===== src/rtl/countdown_digits_bitmap.sv =====
// countdown_digits_bitmap
// On-screen countdown timer for the object-drawing chain. A binary seconds
// counter is loaded on startGame, decremented on an external 1 Hz strobe and
// flags expiry. The value is shown as NUM_DIGITS decimal digits from an
// internal 8x16 numeral font magnified by 2^SCALE_LOG2. Leading zeros are
// blanked. RGBout is registered (one cycle after the pixel inputs).
//
// Optional build macro: COUNTDOWN_LOW_BLINK_EN
//   When defined, the digits blink in ALERT_COLOR once per second while the
//   count is in 1..LOW_SEC, and are drawn steadily in ALERT_COLOR once the
//   timer has expired. When undefined, digits always use DIGIT_COLOR.

module countdown_digits_bitmap #(
  parameter int         NUM_DIGITS  = 3,
  parameter int         SCALE_LOG2  = 1,
  parameter int         START_SEC   = 99,
  parameter int         BONUS_SEC   = 10,
  parameter logic [7:0] DIGIT_COLOR = 8'hFF,
  parameter logic [7:0] ALERT_COLOR = 8'hE0,
  parameter int         LOW_SEC     = 10
) (
  input  logic                    clk,
  input  logic                    resetN,
  input  logic                    startGame,
  input  logic                    pause,
  input  logic                    oneSecPulse,
  input  logic                    addTime,
  input  logic [10:0]             offsetX,
  input  logic [10:0]             offsetY,
  input  logic                    InsideRectangle,
  output logic                    drawingRequest,
  output logic [7:0]              RGBout,
  output logic                    timeUp,
  output logic [4*NUM_DIGITS-1:0] secondsBCD
);

  // ---------------------------------------------------------------------------
  // Derived constants
  // ---------------------------------------------------------------------------
  localparam int CNT_MAX = (10 ** NUM_DIGITS) - 1;
  localparam int CNT_W   = $clog2(CNT_MAX + 1);
  localparam int BCD_W   = 4 * NUM_DIGITS;

  localparam logic [CNT_W-1:0] MAX_C   = CNT_MAX[CNT_W-1:0];
  localparam logic [CNT_W-1:0] START_C = START_SEC[CNT_W-1:0];
  localparam logic [CNT_W-1:0] ZERO_C  = {CNT_W{1'b0}};
  localparam logic [CNT_W-1:0] ONE_C   = {{(CNT_W-1){1'b0}}, 1'b1};
  localparam logic [31:0]      MAX_W   = 32'(CNT_MAX);
  localparam logic [31:0]      BONUS_W = 32'(BONUS_SEC);

  // Timer states (kept as plain constants for compatibility with older blocks)
  localparam logic [1:0] ST_IDLE    = 2'd0;
  localparam logic [1:0] ST_RUN     = 2'd1;
  localparam logic [1:0] ST_PAUSED  = 2'd2;
  localparam logic [1:0] ST_EXPIRED = 2'd3;

  // ---------------------------------------------------------------------------
  // Helper functions
  // ---------------------------------------------------------------------------

  // Binary to BCD by shift-and-add-3; the count never exceeds CNT_MAX, so
  // NUM_DIGITS BCD digits always suffice.
  function automatic logic [BCD_W-1:0] to_bcd(input logic [CNT_W-1:0] bin);
    logic [BCD_W-1:0] bcd;
    bcd = {BCD_W{1'b0}};
    for (int i = CNT_W - 1; i >= 0; i--) begin
      for (int k = 0; k < NUM_DIGITS; k++) begin
        if (bcd[4*k +: 4] > 4'd4) begin
          bcd[4*k +: 4] = bcd[4*k +: 4] + 4'd3;
        end else begin
          bcd[4*k +: 4] = bcd[4*k +: 4];
        end
      end
      bcd = {bcd[BCD_W-2:0], bin[i]};
    end
    return bcd;
  endfunction

  // Numeral font: 16 rows of 8 pixels per glyph, row 0 in the top byte,
  // bit 7 of each row is the leftmost column.
  function automatic logic [7:0] font_row(input logic [3:0] digit,
                                          input logic [3:0] row);
    logic [127:0] glyph;
    case (digit)
      4'd0:    glyph = 128'h003C6666_6E6E7676_66666666_663C0000;
      4'd1:    glyph = 128'h00183878_18181818_18181818_187E0000;
      4'd2:    glyph = 128'h003C6666_06060C18_30606060_667E0000;
      4'd3:    glyph = 128'h003C6606_06061C06_06060606_663C0000;
      4'd4:    glyph = 128'h000C1C3C_6CCCCCFE_0C0C0C0C_0C1E0000;
      4'd5:    glyph = 128'h007E6060_607C0606_06060606_663C0000;
      4'd6:    glyph = 128'h003C6660_607C6666_66666666_663C0000;
      4'd7:    glyph = 128'h007E6606_060C0C18_18181818_18180000;
      4'd8:    glyph = 128'h003C6666_663C6666_66666666_663C0000;
      4'd9:    glyph = 128'h003C6666_66663E06_06060606_663C0000;
      default: glyph = 128'h00000000_00000000_00000000_00000000;
    endcase
    // Row r occupies bits [127-8r -: 8], i.e. a top index of {~r, 3'b111}.
    return glyph[{~row, 3'b111} -: 8];
  endfunction

  // ---------------------------------------------------------------------------
  // Timer state and count
  // ---------------------------------------------------------------------------
  logic [1:0]       state_q, state_d;
  logic [CNT_W-1:0] count_q, count_d;
  logic [31:0]      sum_s;
  logic [CNT_W-1:0] sat_s;
  logic [BCD_W-1:0] bcd_s;

  // Saturating add of the bonus, done at 32 bits so the sum cannot wrap.
  always_comb begin
    sum_s = {{(32-CNT_W){1'b0}}, count_q} + BONUS_W;
    if (sum_s > MAX_W) begin
      sat_s = MAX_C;
    end else begin
      sat_s = sum_s[CNT_W-1:0];
    end
  end

  // Next state and count; startGame overrides everything else.
  always_comb begin
    state_d = state_q;
    count_d = count_q;
    if (startGame) begin
      state_d = ST_RUN;
      count_d = START_C;
    end else begin
      case (state_q)
        ST_IDLE: begin
          state_d = ST_IDLE;
          count_d = count_q;
        end
        ST_RUN: begin
          if (pause) begin
            // The strobe is ignored while paused; a bonus still applies.
            state_d = ST_PAUSED;
            if (addTime) begin
              count_d = sat_s;
            end else begin
              count_d = count_q;
            end
          end else if (count_q == ZERO_C) begin
            state_d = ST_EXPIRED;
            count_d = ZERO_C;
          end else if (addTime && oneSecPulse) begin
            // Bonus first, then the tick; the result is at least BONUS-1.
            state_d = ST_RUN;
            count_d = sat_s - ONE_C;
          end else if (addTime) begin
            state_d = ST_RUN;
            count_d = sat_s;
          end else if (oneSecPulse) begin
            if (count_q == ONE_C) begin
              state_d = ST_EXPIRED;
              count_d = ZERO_C;
            end else begin
              state_d = ST_RUN;
              count_d = count_q - ONE_C;
            end
          end else begin
            state_d = ST_RUN;
            count_d = count_q;
          end
        end
        ST_PAUSED: begin
          if (pause) begin
            state_d = ST_PAUSED;
          end else begin
            state_d = ST_RUN;
          end
          if (addTime) begin
            count_d = sat_s;
          end else begin
            count_d = count_q;
          end
        end
        ST_EXPIRED: begin
          state_d = ST_EXPIRED;
          count_d = ZERO_C;
        end
        default: begin
          state_d = ST_IDLE;
          count_d = ZERO_C;
        end
      endcase
    end
  end

  // Timer state and count registers.
  always_ff @(posedge clk or negedge resetN) begin
    if (!resetN) begin
      state_q <= ST_IDLE;
      count_q <= ZERO_C;
    end else begin
      state_q <= state_d;
      count_q <= count_d;
    end
  end

  // Decimal view of the count, used both for the port and for rendering.
  always_comb begin
    bcd_s = to_bcd(count_q);
  end

  assign secondsBCD = bcd_s;
  assign timeUp     = (state_q == ST_EXPIRED);

  // ---------------------------------------------------------------------------
  // Low-time blink phase (optional)
  // ---------------------------------------------------------------------------
`ifdef COUNTDOWN_LOW_BLINK_EN
  localparam logic [31:0] LOW_W = 32'(LOW_SEC);

  logic window_s;
  logic phase_q, phase_d;

  // Low window: running with 1..LOW_SEC seconds left.
  always_comb begin
    window_s = (state_q == ST_RUN) && (count_q != ZERO_C) &&
               ({{(32-CNT_W){1'b0}}, count_q} <= LOW_W);
  end

  // Phase flips on every counted second inside the low window, else clears.
  always_comb begin
    phase_d = 1'b0;
    if (window_s && !startGame) begin
      if (oneSecPulse && !pause) begin
        phase_d = ~phase_q;
      end else begin
        phase_d = phase_q;
      end
    end else begin
      phase_d = 1'b0;
    end
  end

  // Blink phase register.
  always_ff @(posedge clk or negedge resetN) begin
    if (!resetN) begin
      phase_q <= 1'b0;
    end else begin
      phase_q <= phase_d;
    end
  end
`else
  // Colour and threshold parameters only matter for the blink build.
  logic unused_cfg_s;
  assign unused_cfg_s = ^{ALERT_COLOR, 32'(LOW_SEC)};
`endif

  // ---------------------------------------------------------------------------
  // Pixel rendering
  // ---------------------------------------------------------------------------
  logic [10:0] dsel_s;
  logic [10:0] ys_s;
  logic [2:0]  col_s;
  logic [1:0]  idx_s;
  logic        digit_ok_s;
  logic        row_ok_s;
  logic [3:0]  digit_s;
  logic        shown_s;
  logic [7:0]  row_bits_s;
  logic        pix_s;
  logic [7:0]  rgb_d;
  logic [7:0]  rgb_q;

  // Map the pixel offset to a digit slot, glyph column and glyph row.
  always_comb begin
    dsel_s     = offsetX >> (3 + SCALE_LOG2);
    col_s      = 3'(offsetX >> SCALE_LOG2);
    ys_s       = offsetY >> SCALE_LOG2;
    digit_ok_s = (dsel_s < 11'(NUM_DIGITS));
    row_ok_s   = (ys_s < 11'd16);
    // Slot 0 is the most significant digit.
    idx_s      = 2'(NUM_DIGITS - 1) - dsel_s[1:0];
  end

  // Pick the digit in this slot; blank it if it is a leading zero.
  always_comb begin
    digit_s = 4'd0;
    shown_s = 1'b0;
    for (int i = 0; i < NUM_DIGITS; i++) begin
      if (int'(idx_s) == i) begin
        digit_s = bcd_s[4*i +: 4];
        shown_s = (i == 0) || (|(bcd_s >> (4*i)));
      end else begin
        digit_s = digit_s;
        shown_s = shown_s;
      end
    end
  end

  // Font lookup and opacity of the current pixel.
  always_comb begin
    row_bits_s = font_row(digit_s, ys_s[3:0]);
    pix_s      = InsideRectangle && digit_ok_s && row_ok_s && shown_s &&
                 row_bits_s[~col_s];
  end

  // Colour of the current pixel.
  always_comb begin
    rgb_d = 8'h00;
    if (!pix_s) begin
      rgb_d = 8'h00;
    end else begin
`ifdef COUNTDOWN_LOW_BLINK_EN
      if (state_q == ST_EXPIRED) begin
        rgb_d = ALERT_COLOR;
      end else if (window_s) begin
        rgb_d = phase_q ? ALERT_COLOR : 8'h00;
      end else begin
        rgb_d = DIGIT_COLOR;
      end
`else
      rgb_d = DIGIT_COLOR;
`endif
    end
  end

  // Output colour register: one cycle behind the pixel inputs.
  always_ff @(posedge clk or negedge resetN) begin
    if (!resetN) begin
      rgb_q <= 8'h00;
    end else begin
      rgb_q <= rgb_d;
    end
  end

  assign RGBout         = rgb_q;
  assign drawingRequest = (rgb_q != 8'h00);

endmodule


===== config.mk =====
export PLATFORM = sky130hd
export DESIGN_NAME = countdown_digits_bitmap
export DESIGN_NICKNAME = d
export VERILOG_FILES = /design/src/rtl/countdown_digits_bitmap.sv
export SDC_FILE = /design/constraint.sdc
export NUM_CORES = 1
export LEC_CHECK = 0
export BUFFER_PORTS_ARGS = -buffer_cell sky130_fd_sc_hd__buf_4
export CORE_ASPECT_RATIO = 0.5
export CORE_MARGIN = 2
export CORE_UTILIZATION = 24
export DETAILED_ROUTE_END_ITERATION = 10
export PLACE_DENSITY = 0.43
export SETUP_SLACK_MARGIN = 0.5
export SYNTH_ARGS = -nofsm -noshare
export SYNTH_HDL_FRONTEND = slang
export SYNTH_SLANG_ARGS = --single-unit
export TNS_END_PERCENT = 1

===== constraint.sdc =====
create_clock -name clk -period 7.85 [get_ports clk]
set_input_delay 1.9625 -clock clk [delete_from_list [all_inputs] [get_ports clk]]
set_output_delay 1.9625 -clock clk [all_outputs]
set_load 0.02 [all_outputs]

==> run_results.csv, run 1 <==
group,metric,value,unit
status,run_status,"completed",
pwr,cellLeakagePower,2.401,nW
clock_tree,cts_tree,"yes",
clock_tree,tritoncts.num_buffers,3,
clock_tree,clk_pin_slew_worst_paths,0.05,ns
detailed_routing,drt_wl_total,20710,um
sta,drv_slew,0,
run,maxCapViolCount,0,
logic_synthesis,postSynthCellCount,820,
logic_synthesis,synthArstFlopShare,100.0,%
clock_tree,cts.sinks,13,
die,io_pins,51,
final_layout,antenna_cells,0,
placed_design,gp_congestion,0.9164,
pwr,powerDensity,314.0,nW/um2
detailed_routing,antenna_left,0,
setup_path,start_kind,"flip-flop",
final_layout,postLayoutCoreUtil,29.12,%
die,die_y,111.4,um
sta,tightest_slew,0.9603,ns
global_route,gr-total-overflow,0,
die,start_util,24.36,%
detailed_routing,drc,0,
detailed_routing,wl_per_cell,17.90,um
logic_synthesis,synthFlopType,"dfrtp_1",
worst_hold_path,min-delay-path-class,"flip-flop to flip-flop",
sta,period_share,91.05,%
logic_synthesis,seq_area_frac_synth,5.873,%
setup_path,critPathMaxFanout,10,
sta,fmax,139.9,MHz
clock_tree,clk_latency,0.25,ns
pwr,peakVddDrop,0.1410,mV
final_layout,drive_gt1_share,22.47,%
detailed_routing,vias,6759,
placed_design,dp_hpwl,15630,um
global_route,grt_pass1_vias,6125,
detailed_routing,viasPerCell,5.842,
pwr,power,2.080,mW
clock_tree,cts_buffer_depth,2,
die,fp.dieW,218.8,um
sta,finalSetupViolCount,0,
setup_path,end_kind,"output port",
setup_path,r2r_setup_slack,0.90,ns
final_layout,area_delta_synth_final,19.56,%
die,core,22740,um2
detailed_routing,dr.pass1.iters,5,
final_layout,stdcell_area,6623,um2
placed_design,port_buffers,48,
placed_design,placed_area,6275,um2
clock_tree,clockRootBuffer,"clkbuf_16",
final_layout,layout_common_cells,"buf_4 (102), nor2_1 (70), nand2_1 (70)",
logic_synthesis,ys_types,102,
setup_path,critical_path_class,"flip-flop to output port",
final_layout,nFillCells,2524,
sta,fin_skew,0.006679,ns
global_route,grt_pass1_wl,33150,um
clock_tree,cts_max_level,1,
die,design.die.area,24380,um2
global_route,grt_start_max_net_pins,34,
sta,finalHoldViolations,0,
logic_synthesis,syn_area,5539,um2
sta,fin_crit,7.148,ns
global_route,antenna_found_initial,0,
logic_synthesis,ys_ff_latch,13,
final_layout,num-nets-final,909,
logic_synthesis,syn_area_per_cell,6.755,um2
setup_path,required,5.89,ns
global_route,grtUsageTotal,16.36,%
logic_synthesis,syn-num-nets,878,
sta,rsz0062_at_grt,"true",
die,row_count,39,
sta,final.setup.tns,0,ns
final_layout,final_common_cell,"buf_4",
logic_synthesis,ys_warn_count,0,
setup_path,cp_data_arrival_time,5.19,ns
detailed_routing,drtIter0Drc,673,
logic_synthesis,synth-edff-count,0,
sta,slew_headroom,35.74,%
cell usage after synthesis (8+ instances only):
cell type | count | area (um2)
a211oi_1 | 11 | 82.58
a21o_1 | 9 | 67.56
a21oi_1 | 68 | 340.3
a221oi_1 | 8 | 70.07
a22oi_1 | 9 | 67.56
a31oi_1 | 21 | 131.4
buf_2 | 19 | 95.09
buf_4 | 12 | 90.09
clkbuf_1 | 36 | 135.1
dfrtp_1 | 13 | 325.3
ha_1 | 29 | 362.9
inv_1 | 26 | 97.59
mux2i_1 | 10 | 100.1
nand2_1 | 72 | 270.3
nand2b_1 | 13 | 81.33
nand3_1 | 33 | 165.2
nand4_1 | 16 | 100.1
nor2_1 | 70 | 262.8
nor2b_1 | 12 | 75.07
nor3_1 | 30 | 150.1
nor4_1 | 23 | 143.9
o211ai_1 | 14 | 105.1
o21ai_0 | 55 | 275.3
o22ai_1 | 8 | 50.05
o31ai_1 | 9 | 67.56
xnor2_1 | 21 | 183.9
layer usage:
layer / GRT usage [%] / wire (um) / up-vias
li1: - / - / 3199
met1: 22.98 / 9544 / 3232
met2: 26.50 / 9318 / 275
met3: 1.749 / 1260 / 53
met4: 4.505 / 585 / 0
met5: 0 / 0 / -
cells by family after synthesis:
logic type	synth area share [%]
AO/OA/AOI/OAI	39.82
XOR/XNOR	6.054
adder cells (fa/ha/maj)	6.731
buffers and inverters	8.719
flip-flops	5.873
multiplexers	2.824
AND/OR/NAND/NOR	29.98
registers in the layout, indices dropped and copies added (netlist names):
signal / count
state_q: 2
count_q: 10
RGBout: 1
critical path, stage by stage, from the launching register on:
cell and delay (ns):
dfrtp_1 0.38, inv_1 0.16, ha_2 0.24, inv_1 0.09, ha_2 0.24, and2_2 0.27, buf_4 0.19, or4_1 0.49
o31ai_1 0.13, o21ai_0 0.32, a21boi_2 0.33, nor3_1 0.10, o22ai_2 0.28, and2_2 0.27, a31oi_1 0.11, ha_2 0.25
or4_1 0.54, a21oi_2 0.19, or3_1 0.19, buf_4 0.16
cell type report:
cell class | count | area [um2] | area share [%]
Sequential cell | 13 | 325.3 | 4.912
Inverter | 27 | 105.1 | 1.587
Multi-Input combinational cell | 703 | 4943 | 74.65
Clock buffer | 4 | 78.83 | 1.190
Timing Repair Buffer | 103 | 785.8 | 11.86
Tap cell | 307 | 384.1 | 5.800
worst paths after layout:
check                      startpoint       endpoint  cells past startpoint
max                        count_q[7]  secondsBCD[7]                     19
min                        count_q[8]     count_q[8]                      2
max reg2reg                count_q[7]      RGBout[6]                     31
min reg2reg                count_q[8]     count_q[8]                      2
max in group asynchronous      resetN     count_q[3]                      1
min in group asynchronous      resetN     state_q[0]                      1
power breakdown:
part | internal (mW) | leakage (nW) | switching, mW
logic | 0.725 | 2.20 | 1.15
registers | 0.0745 | 0.158 | 0.0246
clock network | 0.0688 | 0.0382 | 0.0319
timing repair:
item	in CTS	in global routing
hold buffers	0	0
setup buffers	0	7
cloned	0	0
resized for setup	13	45
endpoints found under the setup margin	6	10
pin swaps	1	7
stage by stage:
stage | hold WS [ns] | setup WS (ns) | instances
final | 0.6089 | 0.7023 | 1157
after global routing | 0.6428 | 0.4161 | 1157
after CTS | 0.6048 | 0.4709 | 1150
after detailed placement | 0.5885 | 0.2310 | 1146
after global placement | 0.6131 | 0.3287 | 1146
after floorplan | 0.6096 | 0.5926 | 820
No activity file was read; power rests on OpenSTA's default activity.
==> run 2, diff against run 1 <==
- CORE_MARGIN: 2 -> unset
==> run_results.csv, run 2 (synthesized netlist as in run 1, its figures left out) <==
group,metric,value,unit
sta,rsz0062_at_grt,"true",
final_layout,antenna_cells,0,
worst_hold_path,min-delay-path-class,"flip-flop to flip-flop",
clock_tree,cts.sinks,13,
setup_path,cp_top_family,"simple AND/OR/NAND/NOR gates",
sta,slew_headroom,36.79,%
placed_design,placed_area,6231,um2
pwr,power,2.079,mW
pwr,cellLeakagePower,2.382,nW
detailed_routing,vias,6560,
sta,period_share,90.97,%
global_route,gr-total-overflow,0,
setup_path,required,5.89,ns
global_route,grt_pass1_vias,6051,
detailed_routing,drc,0,
detailed_routing,antenna_left,0,
pwr,peakVddDrop,0.1190,mV
setup_path,critPathBufInv,6,
sta,fin_skew,0.004285,ns
clock_tree,clk_latency,0.25,ns
setup_path,critPathMaxFanout,5,
setup_path,critical_path_class,"flip-flop to output port",
placed_design,port_buffers,48,
final_layout,stdcell_area,6551,um2
run,maxCapViolCount,0,
die,fp.dieW,216.8,um
setup_path,cp_slowest_stage_delay,0.56,ns
global_route,grtUsageTotal,16.91,%
final_layout,layout_common_cells,"buf_4 (99), nand2_1 (70), nor2_1 (69)",
clock_tree,tritoncts.num_buffers,3,
sta,final.setup.tns,0,ns
sta,drv_slew,0,
final_layout,num-nets-final,905,
setup_path,end_kind,"output port",
global_route,grt_pass1_wl,33040,um
pwr,powerDensity,317.4,nW/um2
setup_path,timing.rr.end,"RGBout[6]",
die,die_y,109.4,um
detailed_routing,drtIter0Drc,495,
final_layout,top_register,"count_q",
sta,fmax,140.0,MHz
setup_path,cp_cell_sequence,"inv_1 > ha_2 > inv_1 > ha_2 > xnor3_1 > a2111oi_2 > a31oi_1 > a221oi_4 > buf_4 > buf_4 > or3_2 > o221ai_1 > o2111ai_2 > nor2_2 > inv_1 > ha_1 > or4_1 > a21oi_2 > or3_1 > buf_4",
setup_path,crit_path_top_delay_cell,"or4_1",
detailed_routing,viasPerCell,5.724,
setup_path,r2r_setup_slack,0.97,ns
die,row_count,38,
final_layout,nFillCells,2452,
clock_tree,cts_tree,"yes",
setup_path,start_kind,"flip-flop",
placed_design,gp_congestion,0.9262,
worst_hold_path,hold_end,"count_q[8]",
sta,finalSetupViolCount,0,
clock_tree,clockRootBuffer,"clkbuf_16",
status,run_status,"completed",
final_layout,drive_gt1_share,22.10,%
die,core,22160,um2
detailed_routing,wl_per_cell,18.27,um
detailed_routing,dr.pass1.iters,5,
worst_hold_path,worstHoldPathCells,2,
setup_path,reg2reg_from,"count_q[8]",
die,start_util,25.00,%
final_layout,final_common_cell,"buf_4",
global_route,grt_start_max_net_pins,34,
die,io_pins,51,
sta,finalHoldViolations,0,
clock_tree,clk_pin_slew_worst_paths,0.05,ns
clock_tree,cts_buffer_depth,2,
final_layout,largest_reg_flops,10,
detailed_routing,drt_wl_total,20940,um
setup_path,cp_data_arrival_time,5.18,ns
sta,fin_crit,7.141,ns
setup_path,rr_worst_depth,33,
die,design.die.area,23730,um2
worst_hold_path,worstHoldStart,"count_q[8]",
sta,tightest_slew,0.9447,ns
final_layout,area_delta_synth_final,18.27,%
clock_tree,cts_hold_buffers,0,
placed_design,dp_hpwl,15680,um
clock_tree,cts_max_level,1,
global_route,antenna_found_initial,0,
==> run 2: changes by cell type in the layout (fill, tap and decap cells not counted), sizes merged <==
| cell | before | now |
|---|---|---|
| buf | 103 | 99 |
==> run 2: worst max-delay path by stage <==
stage,from,end,slack (ns),cells after the start
after floorplan,count_q[7],RGBout[6],0.59,32
after global placement,count_q[7],RGBout[6],0.30,33
after detailed placement,count_q[7],RGBout[6],0.33,28
after CTS,count_q[7],RGBout[6],0.42,29
after global routing,count_q[7],RGBout[6],0.45,34
final,count_q[8],secondsBCD[7],0.71,20
==> run 2: final cells by class <==
type                       instances  area, um2  share of cell area (%)
tap                              300      375.4                   5.730
inverter                          27      105.1                   1.604
clock buffer                       4      78.83                   1.203
multi-input combinational        703       4923                   75.15
sequential                        13      325.3                   4.966
timing repair buffer              99      743.2                   11.34
==> run 2: worst reg2reg max path, delay by kind of cell, from the launching register on <==
family | cells | cell delay (ns)
DFF | 1 | 0.37
AOI/OAI and AO/OA | 13 | 2.92
xor gates and xnor gates | 1 | 0.17
adders and majority gates | 4 | 0.95
buffers and inverters | 8 | 1.10
and+or+nand+nor | 7 | 1.33
==> run 2: metrics by stage <==
stage / instances / util (%) / hold WS [ns] / setup slack (ns)
6_report: 1146 / 29.57 / 0.6374 / 0.7088
5_1_grt: 1146 / 29.57 / 0.6816 / 0.4467
4_1_cts: 1140 / 28.65 / 0.6605 / 0.4160
3_5_place_dp: 1136 / 28.12 / 0.6517 / 0.3324
3_3_place_gp: 1136 / 28.12 / 0.6374 / 0.3035
2_1_floorplan: 820 / - / 0.6096 / 0.5926
==> run 2: where the power goes <==
| part | switching, mW | internal [mW] | total (mW) |
|---|---|---|---|
| registers | 0.0246 | 0.0745 | 0.0991 |
| clock network | 0.0315 | 0.0688 | 0.100 |
| logic | 1.16 | 0.720 | 1.88 |
| total | 1.22 | 0.863 | 2.08 |
==> run 2: repair_timing <==
item | CTS | global route
setup buffers | 0 | 6
setup endpoints to repair | 6 | 9
pin swaps | 0 | 7
resized for setup | 10 | 44
==> run 2: routing by layer <==
metal	share of wire [%]	vias up	global-route usage [%]
met2	46	242	28.82
met4	1.1	0	2.465
met3	4.8	26	1.300
met5	0	-	0
li1	-	3195	-
met1	48	3097	23.77
==> run 3, diff against run 2 <==
- PLACE_DENSITY: 0.43 -> unset
==> run_results.csv, run 3 (synthesized netlist as in run 1, its figures left out) <==
group,metric,value,unit
final_layout,num-nets-final,914,
detailed_routing,drtIter0Drc,677,
pwr,power,2.062,mW
setup_path,cp_slowest_stage_delay,0.59,ns
final_layout,largest_reg_flops,10,
die,core,22160,um2
sta,finalSetupViolCount,0,
setup_path,required,5.89,ns
clock_tree,cts_hold_buffers,0,
global_route,antenna_found_initial,0,
setup_path,cp_data_arrival_time,5.21,ns
setup_path,start_kind,"flip-flop",
clock_tree,clk_latency,0.25,ns
pwr,peakVddDrop,0.1318,mV
global_route,grtUsageTotal,15.81,%
placed_design,dp_hpwl,14420,um
placed_design,port_buffers,48,
sta,rsz0062_at_grt,"true",
sta,fmax,139.5,MHz
clock_tree,cts_buffer_depth,2,
global_route,gr-total-overflow,0,
sta,slew_headroom,42.93,%
setup_path,rr_worst_depth,31,
worst_hold_path,worstHoldPathCells,2,
detailed_routing,dr.pass1.iters,5,
placed_design,placed_area,6314,um2
global_route,grt_pass1_vias,6154,
die,design.die.area,23730,um2
status,run_status,"completed",
clock_tree,tritoncts.num_buffers,3,
final_layout,antenna_cells,0,
setup_path,critical_path_class,"flip-flop to output port",
final_layout,ff_latch_area,325.3,um2
worst_hold_path,hold_end,"count_q[8]",
setup_path,timing.rr.end,"RGBout[6]",
clock_tree,cts.sinks,13,
sta,drv_slew,0,
final_layout,area_delta_synth_final,18.39,%
final_layout,final_common_cell,"buf_4",
clock_tree,cts_tree,"yes",
setup_path,end_kind,"output port",
final_layout,multiInputGateArea,4865,um2
global_route,grt_start_max_net_pins,34,
sta,tightest_slew,0.8560,ns
pwr,powerDensity,314.5,nW/um2
sta,period_share,91.35,%
clock_tree,clockRootBuffer,"clkbuf_16",
detailed_routing,drt_wl_total,19670,um
setup_path,r2r_setup_slack,0.87,ns
die,fp.dieW,216.8,um
die,io_pins,51,
detailed_routing,antenna_left,0,
detailed_routing,drc,0,
setup_path,reg2reg_from,"count_q[7]",
die,start_util,25.00,%
sta,fin_skew,0.007151,ns
final_layout,stdcell_area,6558,um2
detailed_routing,viasPerCell,5.884,
global_route,grt_pass1_wl,31770,um
setup_path,critPathMaxFanout,13,
final_layout,top_register,"count_q",
clock_tree,clk_pin_slew_worst_paths,0.06,ns
placed_design,gp_congestion,0.9633,
pwr,cellLeakagePower,2.422,nW
sta,final.setup.tns,0,ns
final_layout,layout_common_cells,"buf_4 (108), nand2_1 (71), nor2_1 (70)",
detailed_routing,wl_per_cell,17.03,um
die,row_count,38,
worst_hold_path,min-delay-path-class,"flip-flop to flip-flop",
clock_tree,cts_max_level,1,
setup_path,crit_path_top_delay_cell,"or4_1",
die,die_y,109.4,um
detailed_routing,vias,6796,
final_layout,drive_gt1_share,21.05,%
worst_hold_path,worstHoldStart,"count_q[8]",
run,maxCapViolCount,0,
sta,finalHoldViolations,0,
sta,fin_crit,7.171,ns
sta,whs,0.6406,ns
final_layout,nFillCells,2410,
setup_path,cp_cell_sequence,"inv_1 > ha_1 > inv_1 > ha_4 > xor2_4 > nand2_1 > buf_4 > a221oi_1 > o21ai_2 > inv_1 > ha_1 > nand3b_1 > nor4_1 > or4_4 > a21oi_1 > nor2_1 > a31oi_1 > ha_1 > or4_1 > a21oi_2 > or3_1 > buf_4",
[run 3: cell count changes in the layout (fill, tap and decap cells not counted), moves of 2 or more]
cell / before / now
inv_2: 3 / 0
ha_2: 4 / 2
a2111oi_0: 2 / 5
inv_1: 22 / 26
a2111oi_2: 6 / 4
o21ai_0: 51 / 53
o21ai_1: 7 / 5
buf_4: 99 / 108
[run 3: worst max-delay path by stage]
| stage | from | end |
|---|---|---|
| after floorplan | count_q[7] | RGBout[6] |
| after global placement | count_q[7] | RGBout[6] |
| after detailed placement | count_q[7] | RGBout[6] |
| after CTS | count_q[7] | secondsBCD[7] |
| after global routing | count_q[7] | secondsBCD[7] |
| final | count_q[7] | secondsBCD[7] |
[run 3: critical path, delay by kind of cell, from the launching register on]
family / cells / cell delay (ns)
AND/OR/NAND/NOR: 7 / 1.82
adder cells (fa/ha/maj): 4 / 1.01
AO/OA/AOI/OAI: 5 / 0.79
buffers and inverters: 5 / 0.68
flip-flops: 1 / 0.37
XOR/XNOR: 1 / 0.29
[run 3: area by class of cell]
class | count | share of cell area, %
clock inverter | 1 | 0.07632
clock buffer | 3 | 1.145
timing repair buffer | 108 | 12.36
inverter | 27 | 1.546
multi-input combinational | 703 | 74.18
sequential | 13 | 4.961
tap | 300 | 5.724
[run 3: what timing repair did]
item                                    CTS  global route
pin swaps                                 0             2
setup buffers                             0             4
endpoints found under the setup margin    6            10
resized for setup                         5            27
[run 3: power by group]
| group | internal (mW) | switching (mW) | leakage (nW) |
|---|---|---|---|
| clock network | 0.0683 | 0.0373 | 0.0409 |
| registers | 0.0744 | 0.0235 | 0.158 |
| logic | 0.736 | 1.12 | 2.22 |
| total | 0.879 | 1.18 | 2.42 |
[run 3: metal layers]
metal,share of wire [%],vias to the layer above,global-route usage (%)
met5,0,-,0
met4,1.0,0,3.018
met3,6.3,20,0.8852
met2,48,313,28.00
met1,45,3261,21.42
li1,-,3202,-
[run 3: per-stage QoR]
step                utilization (%)  instances  worst slack [ns]
global route                  29.60       1155            0.4205
CTS                           29.00       1151            0.4651
detailed placement            28.50       1147            0.4508
floorplan                         -        820            0.5926
finish                        29.60       1155            0.6793
global placement              28.50       1147            0.5836
